`src/rtl/ram_arbiter.sv`:
```
// Round-robin arbiter giving requesters A and B serialized access to one
// single-port synchronous RAM. It accepts one transaction at a time and
// returns a one-cycle response pulse to the requester that owns it.
module ram_arbiter #(
  parameter int ADDRESS_WIDTH = 5,
  parameter int DATA_WIDTH    = 8
) (
  input  logic                     clk,
  input  logic                     reset,
  input  logic                     a_req_valid,
  input  logic                     a_req_write,
  input  logic [ADDRESS_WIDTH-1:0] a_req_address,
  input  logic [DATA_WIDTH-1:0]    a_req_wdata,
  output logic                     a_req_ready,
  output logic                     a_rsp_valid,
  output logic [DATA_WIDTH-1:0]    a_rsp_rdata,
  input  logic                     b_req_valid,
  input  logic                     b_req_write,
  input  logic [ADDRESS_WIDTH-1:0] b_req_address,
  input  logic [DATA_WIDTH-1:0]    b_req_wdata,
  output logic                     b_req_ready,
  output logic                     b_rsp_valid,
  output logic [DATA_WIDTH-1:0]    b_rsp_rdata,
  output logic [ADDRESS_WIDTH-1:0] ram_address,
  output logic [DATA_WIDTH-1:0]    ram_in_data,
  output logic                     ram_write_enable,
  input  logic [DATA_WIDTH-1:0]    ram_out_data,
  output logic                     busy
);

  typedef enum logic [1:0] {IDLE, ACCESS, CAPTURE} state_t;

  state_t                   state_q, state_d;
  logic                     owner_q, owner_d;       // 0 = A, 1 = B
  logic                     last_b_q, last_b_d;     // 1 = last grant went to B
  logic                     write_q, write_d;
  logic [ADDRESS_WIDTH-1:0] addr_q, addr_d;
  logic [DATA_WIDTH-1:0]    wdata_q, wdata_d;
  logic                     a_rsp_valid_q, a_rsp_valid_d;
  logic                     b_rsp_valid_q, b_rsp_valid_d;
  logic [DATA_WIDTH-1:0]    a_rdata_q, a_rdata_d;
  logic [DATA_WIDTH-1:0]    b_rdata_q, b_rdata_d;

  logic sel_a, sel_b;

  // Round-robin selection: a lone requester wins, on contention the one not granted last
  always_comb begin
    sel_a = a_req_valid && (!b_req_valid || last_b_q);
    sel_b = b_req_valid && (!a_req_valid || !last_b_q);
  end

  // Next-state, handshake and RAM control decode
  always_comb begin
    state_d          = state_q;
    owner_d          = owner_q;
    last_b_d         = last_b_q;
    write_d          = write_q;
    addr_d           = addr_q;
    wdata_d          = wdata_q;
    a_rsp_valid_d    = 1'b0;
    b_rsp_valid_d    = 1'b0;
    a_rdata_d        = a_rdata_q;
    b_rdata_d        = b_rdata_q;
    a_req_ready      = 1'b0;
    b_req_ready      = 1'b0;
    ram_write_enable = 1'b0;
    case (state_q)
      IDLE: begin
        a_req_ready = sel_a;
        b_req_ready = sel_b;
        if (sel_a) begin
          owner_d  = 1'b0;
          last_b_d = 1'b0;
          write_d  = a_req_write;
          addr_d   = a_req_address;
          wdata_d  = a_req_wdata;
          state_d  = ACCESS;
        end else if (sel_b) begin
          owner_d  = 1'b1;
          last_b_d = 1'b1;
          write_d  = b_req_write;
          addr_d   = b_req_address;
          wdata_d  = b_req_wdata;
          state_d  = ACCESS;
        end
      end
      ACCESS: begin
        ram_write_enable = write_q;
        if (write_q) begin
          // RAM commits at this edge, so the ack is issued immediately after
          a_rsp_valid_d = !owner_q;
          b_rsp_valid_d = owner_q;
          state_d       = IDLE;
        end else begin
          state_d = CAPTURE;
        end
      end
      CAPTURE: begin
        if (owner_q) begin
          b_rdata_d     = ram_out_data;
          b_rsp_valid_d = 1'b1;
        end else begin
          a_rdata_d     = ram_out_data;
          a_rsp_valid_d = 1'b1;
        end
        state_d = IDLE;
      end
      default: state_d = IDLE;
    endcase
  end

  // State and latched-transaction registers with synchronous reset
  always_ff @(posedge clk) begin
    if (reset) begin
      state_q       <= IDLE;
      owner_q       <= 1'b0;
      last_b_q      <= 1'b1;
      write_q       <= 1'b0;
      addr_q        <= '0;
      wdata_q       <= '0;
      a_rsp_valid_q <= 1'b0;
      b_rsp_valid_q <= 1'b0;
      a_rdata_q     <= '0;
      b_rdata_q     <= '0;
    end else begin
      state_q       <= state_d;
      owner_q       <= owner_d;
      last_b_q      <= last_b_d;
      write_q       <= write_d;
      addr_q        <= addr_d;
      wdata_q       <= wdata_d;
      a_rsp_valid_q <= a_rsp_valid_d;
      b_rsp_valid_q <= b_rsp_valid_d;
      a_rdata_q     <= a_rdata_d;
      b_rdata_q     <= b_rdata_d;
    end
  end

  assign ram_address = addr_q;
  assign ram_in_data = wdata_q;
  assign a_rsp_valid = a_rsp_valid_q;
  assign b_rsp_valid = b_rsp_valid_q;
  assign a_rsp_rdata = a_rdata_q;
  assign b_rsp_rdata = b_rdata_q;
  assign busy        = (state_q != IDLE);

endmodule

```
`config.mk`:
```
export PLATFORM = sky130hd
export DESIGN_NAME = ram_arbiter
export DESIGN_NICKNAME = d
export VERILOG_FILES = /design/src/rtl/ram_arbiter.sv
export SDC_FILE = /design/constraint.sdc
export NUM_CORES = 1
export LEC_CHECK = 0
export ABC_AREA = 1
export CAP_MARGIN = 20
export CORE_AREA = 4 4 70 72
export DETAILED_ROUTE_END_ITERATION = 8
export DIE_AREA = 0 0 74 76
export GPL_ROUTABILITY_DRIVEN = 0
export MAX_ROUTING_LAYER = met4
export PLACE_DENSITY = 0.77
export SYNTH_ARGS = -nofsm -noshare
export SYNTH_HDL_FRONTEND = slang
export SYNTH_SLANG_ARGS = --single-unit
```
`constraint.sdc`:
```
create_clock -name clk -period 2.13 [get_ports clk]
set_input_delay 0.639 -clock clk [delete_from_list [all_inputs] [get_ports clk]]
set_output_delay 0.639 -clock clk [all_outputs]
set_load 0.02 [all_outputs]
```
# Word level (Yosys, flattened, before mapping)
# Index checks and enable logic that the tools add are counted.
# word_totals
reg_bits,36
ram_bits,0
input_bits,40
memories,0
out_inout_bits,35
elab_cells,49
mem_bits_ro,0
latchBits,0
# classes
div,0
addsub,0
multipliers,0
muxes,21
n_eq_ne,3
magnitude_cmp,0
bitwise_logic,1
n_shift,0
reduce_logical,14
# ops
operator,count
8-bit two-way mux,2
1-bit two-way mux,11
5-bit two-way mux,2
2-bit two-way mux,3
2-bit AND reduction,3
1-bit logical NOT,4
1-bit one-hot mux with 2 select lines,2
2-bit one-hot mux with 2 select lines,1
2-bit nonzero test,2
"3-bit inequality test, second input constant",1
"2-bit by 1-bit == test with 1-bit output, second input constant",1
"2-bit == test, second input constant",1
1-bit logical AND,2
2-bit logical NOT,1
1-bit logical OR,2
1-bit inverter,1

# Logic depth before layout (Yosys ltp)
# Gate-level depths: netlist (run 1).
# logic_depth
word_depth,6
depth_mapped,8
depth_no_buf,7

# Worst setup path before layout (run 1)
# Ideal clock, no wire load.
# synth_path
path_kind,input-to-output
startpoint,input a_req_valid
endpoint,output a_req_ready
path_slack_ps,178
t_arrival_ps,1313
n_path_buf,1
cell_stages,5
required_ps,1491
path_cell_list,buf_6 nand2_2 nand2_4 clkinv_1 nor2_1
# synth_between
elab_chain_cells,2
# synth_lines
element,line,source
from (decl),10,"input logic a_req_valid,"
1-bit logical AND,48,sel_a = a_req_valid && (!b_req_valid || last_b_q);
1-bit two-way mux,67,case (state_q)
to (decl),14,"output logic a_req_ready,"
# No other way between the ends.

# Worst setup path after layout (run 1)
# layout_path
startpoint,input b_req_valid
endpoint,output b_req_ready
# layout_between
elab_chain_cells,2
# layout_lines
element,line,source
from (decl),17,"input logic b_req_valid,"
1-bit logical AND,49,sel_b = b_req_valid && (!a_req_valid || !last_b_q);
1-bit two-way mux,67,
to (decl),21,"output logic b_req_ready,"
# No other way between the ends.

==> flow_metrics.tcl, run 1 <==
set metrics [dict create \
    vias 1675 \
    cts_htree_levels 2 \
    max_stage_delay_ns 0.26 \
    p_seq_share_pct 40.4 \
    finalCritPeriodShare_pct 97.6 \
    finalWirelength_mm 4.09 \
    ir_drop_v 0.000359 \
    io_pins 75 \
    synth_area_per_cell_um2 7.42 \
    numCtsBuffers 5 \
    clock_latency_ns 0.28 \
    synthAdderAreaFrac_pct 2.90 \
    area_delta_synth_final_pct 53.8 \
    synth_top_area_cell "dfxtp_1" \
    grt_pass1_wl_mm 6.76 \
    p_leak_nw 1.16 \
    overflow 0 \
    cp.required_ns 1.49 \
    crit_chain "dlygate4sd2_1 -> buf_4 -> nor2_4 -> nor2_4 -> nand2_4 -> inv_2 -> buf_4" \
    ys_seq_area_share_pct 41.7 \
    crit_arrival_ns 1.44 \
    dpl.hpwl_mm 3.17 \
    ys_types 22 \
    fin_skew_ns 0.00456 \
    worstMarginPinSlew_ns 0.326 \
    startpoint_type "input port" \
    drt_iter0_drc 62 \
    power_per_cell_area_mw_per_mm2 713 \
    sw_frac_of_total_pct 29.1 \
    synth-simple-area-share_pct 33.1 \
    relSlewSlack_pct 78.3 \
    p_sw_uw 551 \
    antenna_found_initial 0 \
    core.rowCount 24 \
    post-route-drc-count 0 \
    fin_nets 362 \
    synthXorXnorAreaFrac_pct 0 \
    fp.dieW_um 74 \
    p_total_mw 1.89 \
    critical_path.max_fanout 2 \
    synth_most_common_cell "nor2_1" \
    synth_seq_cells 36 \
    synth_top_family_by_area "simple AND/OR/NAND/NOR gates" \
    muxShareOfSynthArea_pct 0 \
    max_cap_violations 0 \
    ant_nets 0 \
    status "finished, final reports clean" \
    netlist_area_mm2 0.00173 \
    hold_ws_ns 0.482 \
    seq_area_um2 721 \
    via_per_inst 4.51 \
    period_minus_slack_ns 2.08 \
    slew_viol_final 0 \
    multi_input_area_um2 823 \
    first_pass_iters 3 \
    grt.total_usage_pct 15.4 \
    final_hold_viol_count 0 \
    drive_gt1_share_pct 20.7 \
    synth_ff_type "dfxtp_1" \
    fillers 421 \
    pwr-share-clk_pct 30.4 \
    p_comb_share_pct 29.2 \
    synth_fp_nets 277 \
    cts_hold_buf 0 \
    crit_type "in2out" \
    wire_per_inst_um 11.0 \
    synthTopCellsByCount "nor2_1, dfxtp_1, o21ai_1, inv_1, nor2_2" \
    grt_start_max_net_pins 30 \
    netlist_instances 233 \
    clock.fmax_ghz 0.481 \
    yosysWarnings 0 \
    core_area_mm2 0.00429 \
    root_buffer "clkbuf_8" \
    die_area_mm2 0.00562 \
    crit_path_top_delay_cell "dlygate4sd2_1" \
    synth_top_area_share_pct 41.7 \
    end_kind "output pin" \
    synth_edf_count 0 \
    grt_pass1_vias 1564 \
    p_int_mw 1.34 \
    rsz0062_at_grt "yes" \
    die_h_um 76 \
    hold_class "reg2reg" \
    path_clk_slew_ns 0.07 \
    cts_tree "yes" \
    synthArstFlopShare_pct 0 \
    cts.path.max_buffers 2 \
    synth_area_leaders "dfxtp_1, nor2_1, o21ai_1, nor2_2, nand3_1" \
    port_buffers 74 \
    cts_sinks 36 \
    synth_compound_area_share_pct 11.5 \
    initial_core_util_pct 40.2 \
    finalSetupViolCount 0 \
    diodes 0 \
]
-- worst max-delay path, delay by kind of cell --
kind,cells,cell delay (ns)
and+or+nand+nor,3,0.22
buffers and inverters,4,0.58
-- sequential cells by signal, indices dropped and copies added, names as in the netlist --
name,cells
ram_in_data,8
owner_q,1
a_rsp_rdata,8
b_rsp_rdata,8
state_q,2
a_rsp_valid,1
b_rsp_valid,1
write_q,1
ram_address,5
last_b_q,1
-- area by class of cell --
cell class              count  area share, %
repair buffers             88           31.5
multi-input cells         160           31.0
flip-flops and latches     36           27.1
inverters                  27           3.95
clock buffers               6           2.73
well taps                  52           2.45
clock inverters             2           1.32
-- timing repair --
action                                  in CTS  in global routing
buffers inserted                             0                  0
resized for setup                           16                  3
hold endpoints to repair                     0                  0
endpoints found under the setup margin       4                  2
-- routing by layer --
layer  vias up  GRT usage (%)  share of wire (%)
met5         -              -                  0
met4         0           5.62                1.1
met3         4           4.75                9.4
met2        56           26.1                 48
met1       718           16.5                 41
li1        897              -                  -
-- worst paths after layout --
path	slack, ns	cells past startpoint	endpoint	startpoint
min reg2reg	0.48	2	b_rsp_rdata[0]	b_rsp_rdata[0]
max	0.05	7	b_req_ready	b_req_valid
max reg2reg	0.61	8	ram_address[4]	state_q[1]
min	0.48	2	b_rsp_rdata[0]	b_rsp_rdata[0]
-- through the flow --
stage | utilization (%) | area (µm²) | worst slack, ns | setup TNS (ns) | instances
after global placement | 59.5 | 2550 | -0.682 | -1.85 | 363
after detailed placement | 59.5 | 2550 | -0.781 | -2.45 | 363
after floorplan | - | 1730 | 0.178 | 0 | 233
after global routing | 61.9 | 2660 | 0.00286 | 0 | 371
after CTS | 61.8 | 2660 | 0.00346 | 0 | 371
final | 61.9 | 2660 | 0.0516 | 0 | 371
-- placed cells by master (no fill, tap or decap), types with 2 or more instances in the layout --
cell type and count:
a21oi_1 3, buf_4 15, clkbuf_8 5, clkdlybuf4s50_1 68, dfxtp_1 36, dlygate4sd2_1 3, ha_1 4, inv_1 19
inv_2 7, nand2_1 13, nand2_2 8, nand2_4 2, nand3_1 17, nor2_1 56, nor2_2 19, nor2_4 3
o21ai_0 3, o21ai_1 28
-- power groups by stage --
stage	clock network [mW]	registers (mW)	logic [mW]
2_1_floorplan	0	0.836	0.270
3_3_place_gp	0	0.781	0.550
3_5_place_dp	0	0.781	0.559
4_1_cts	0.589	0.767	0.556
5_1_grt	0.629	0.774	0.602
6_report	0.576	0.766	0.553
-- cell families (layout without fill, tap and decap cells) --
logic type                 count (synthesis)  after routing
and+or+nand+nor                          119            119
AOI/OAI and AO/OA                         37             37
buffers and inverters                     37            123
DFF                                       36             36
adders and majority gates                  4              4
Power figures use the tool's default switching activity.
==> inputs of run 2 (changes only) <==
--- a/config.mk
+++ b/config.mk
@@ -13,6 +13,7 @@
 export GPL_ROUTABILITY_DRIVEN = 0
 export MAX_ROUTING_LAYER = met4
 export PLACE_DENSITY = 0.77
+export SKIP_LAST_GASP = 1
 export SYNTH_ARGS = -nofsm -noshare
 export SYNTH_HDL_FRONTEND = slang
 export SYNTH_SLANG_ARGS = --single-unit
==> run 2 against run 1 <==
Against the previous run:
- clock skew about the same
- routed wire length decreased by 0.78%
- flip-flop and latch count unchanged
- critical path depth unchanged
- maximum frequency about the same
- first-iteration DRC count decreased by 13%
==> flow_metrics.tcl, run 2 (synthesized netlist as in run 1, its figures left out) <==
set metrics [dict create \
    status "finished, final reports clean" \
    max_cap_violations 0 \
    dpl.hpwl_mm 3.17 \
    seq_area_um2 721 \
    clock_latency_ns 0.28 \
    vias 1670 \
    core.rowCount 24 \
    cts_tree "yes" \
    p_leak_nw 1.16 \
    finalCritPeriodShare_pct 97.7 \
    max_stage_delay_ns 0.26 \
    grt.total_usage_pct 15.4 \
    fin_nets 362 \
    crit_type "in2out" \
    grt_pass1_vias 1564 \
    place_area_mm2 0.00255 \
    critical_path.max_fanout 2 \
    grt_start_max_net_pins 30 \
    cts_sinks 36 \
    die_area_mm2 0.00562 \
    ir_drop_v 0.000358 \
    port_buffers 74 \
    crit_chain "dlygate4sd2_1 -> buf_4 -> nor2_4 -> nor2_4 -> nand2_4 -> inv_2 -> buf_4" \
    grt_pass1_wl_mm 6.76 \
    overflow 0 \
    multi_input_area_um2 823 \
    end_kind "output pin" \
    first_pass_iters 4 \
    worstMarginPinSlew_ns 0.315 \
    power_per_cell_area_mw_per_mm2 713 \
    fillers 421 \
    r2r-end "ram_address[4]" \
    ant_nets 0 \
    period_minus_slack_ns 2.08 \
    finalWirelength_mm 4.06 \
    wire_per_inst_um 10.9 \
    area_delta_synth_final_pct 53.6 \
    core_area_mm2 0.00429 \
    initial_core_util_pct 40.2 \
    crit_arrival_ns 1.44 \
    startpoint_type "input port" \
    finalInstanceArea_mm2 0.00265 \
    path_clk_slew_ns 0.07 \
    die_h_um 76 \
    crit_end "b_req_ready" \
    fp.dieW_um 74 \
    final_common_cell "clkdlybuf4s50_1" \
    cts_hold_buf 0 \
    post_cts_buffers 0 \
    root_buffer "clkbuf_8" \
    setup.worst_path.start "b_req_valid" \
    fin_skew_ns 0.00451 \
    relSlewSlack_pct 79.0 \
    io_pins 75 \
    cts.path.max_buffers 2 \
    numCtsBuffers 5 \
    finalSetupTns_ns 0 \
    diodes 0 \
    rsz0062_at_grt "yes" \
    cp.required_ns 1.49 \
    hold_class "reg2reg" \
    r2r_slack_ns 0.62 \
    final_hold_viol_count 0 \
    finalSetupViolCount 0 \
    slew_viol_final 0 \
    rr_startpoint "state_q[1]" \
    drive_gt1_share_pct 20.7 \
    utilization_pct 61.8 \
    via_per_inst 4.50 \
    final_cell_mix "clkdlybuf4s50_1, nor2_1, dfxtp_1" \
    clock.fmax_ghz 0.481 \
    cts_htree_levels 2 \
    drt_iter0_drc 54 \
    antenna_found_initial 0 \
    post-route-drc-count 0 \
    r2r.worst_path.cells 8 \
    crit_path_top_delay_cell "dlygate4sd2_1" \
]
## run 2: cell count changes in the layout (fill, tap and decap cells not counted)
| cell | previous run | this run |
|---|---|---|
| buf_6 | 1 | 0 |
| buf_4 | 15 | 16 |
## run 2: final cells by class
| type | count | area share, % |
|---|---|---|
| Clock buffer | 6 | 2.73 |
| Tap cell | 52 | 2.45 |
| Timing Repair Buffer | 88 | 31.4 |
| Sequential cell | 36 | 27.2 |
| Inverter | 27 | 3.96 |
| Clock inverter | 2 | 1.32 |
| Multi-Input combinational cell | 160 | 31.0 |
## run 2: worst min path at each step
stage | from | end | cells after the start
after CTS | b_rsp_rdata[0] | b_rsp_rdata[0] | 2
after detailed placement | b_rsp_rdata[0] | b_rsp_rdata[0] | 2
final | b_rsp_rdata[0] | b_rsp_rdata[0] | 2
after global routing | b_rsp_rdata[0] | b_rsp_rdata[0] | 2
after floorplan | state_q[1] | state_q[1] | 2
after global placement | b_rsp_rdata[1] | b_rsp_rdata[1] | 2
## run 2: stage by stage
stage               hold slack (ns)  instances  power (mW)  setup WS [ns]
floorplan                     0.471        233        1.11          0.178
global placement              0.464        363        1.33         -0.682
detailed placement            0.472        363        1.34         -0.781
CTS                           0.488        371        1.91        0.00346
global route                  0.503        371        2.00      -0.000381
finish                        0.482        371        1.89         0.0498
## run 2: where the power goes
group / switching [mW] / total (mW) / internal [mW]
clock: 0.230 / 0.577 / 0.347
sequential: 0.0339 / 0.766 / 0.732
combinational: 0.286 / 0.549 / 0.262
total: 0.550 / 1.89 / 1.34
## run 2: what timing repair did
action	CTS	global route
hold endpoints to repair	0	0
pin swaps	0	0
setup endpoints to repair	4	2
gates resized for setup	16	2
## run 2: per-layer routing
| metal | share of wire, % | GRT usage (%) | up-vias |
|---|---|---|---|
| met5 | 0 | - | - |
| met4 | 0.47 | 5.62 | 0 |
| met3 | 9.3 | 4.75 | 2 |
| met2 | 49 | 26.1 | 52 |
| met1 | 42 | 16.5 | 723 |
| li1 | - | - | 893 |
## run 2: critical path, delay by kind of cell
family,cells,cell delay [ns]
buf+inv,4,0.58
simple gates,3,0.22
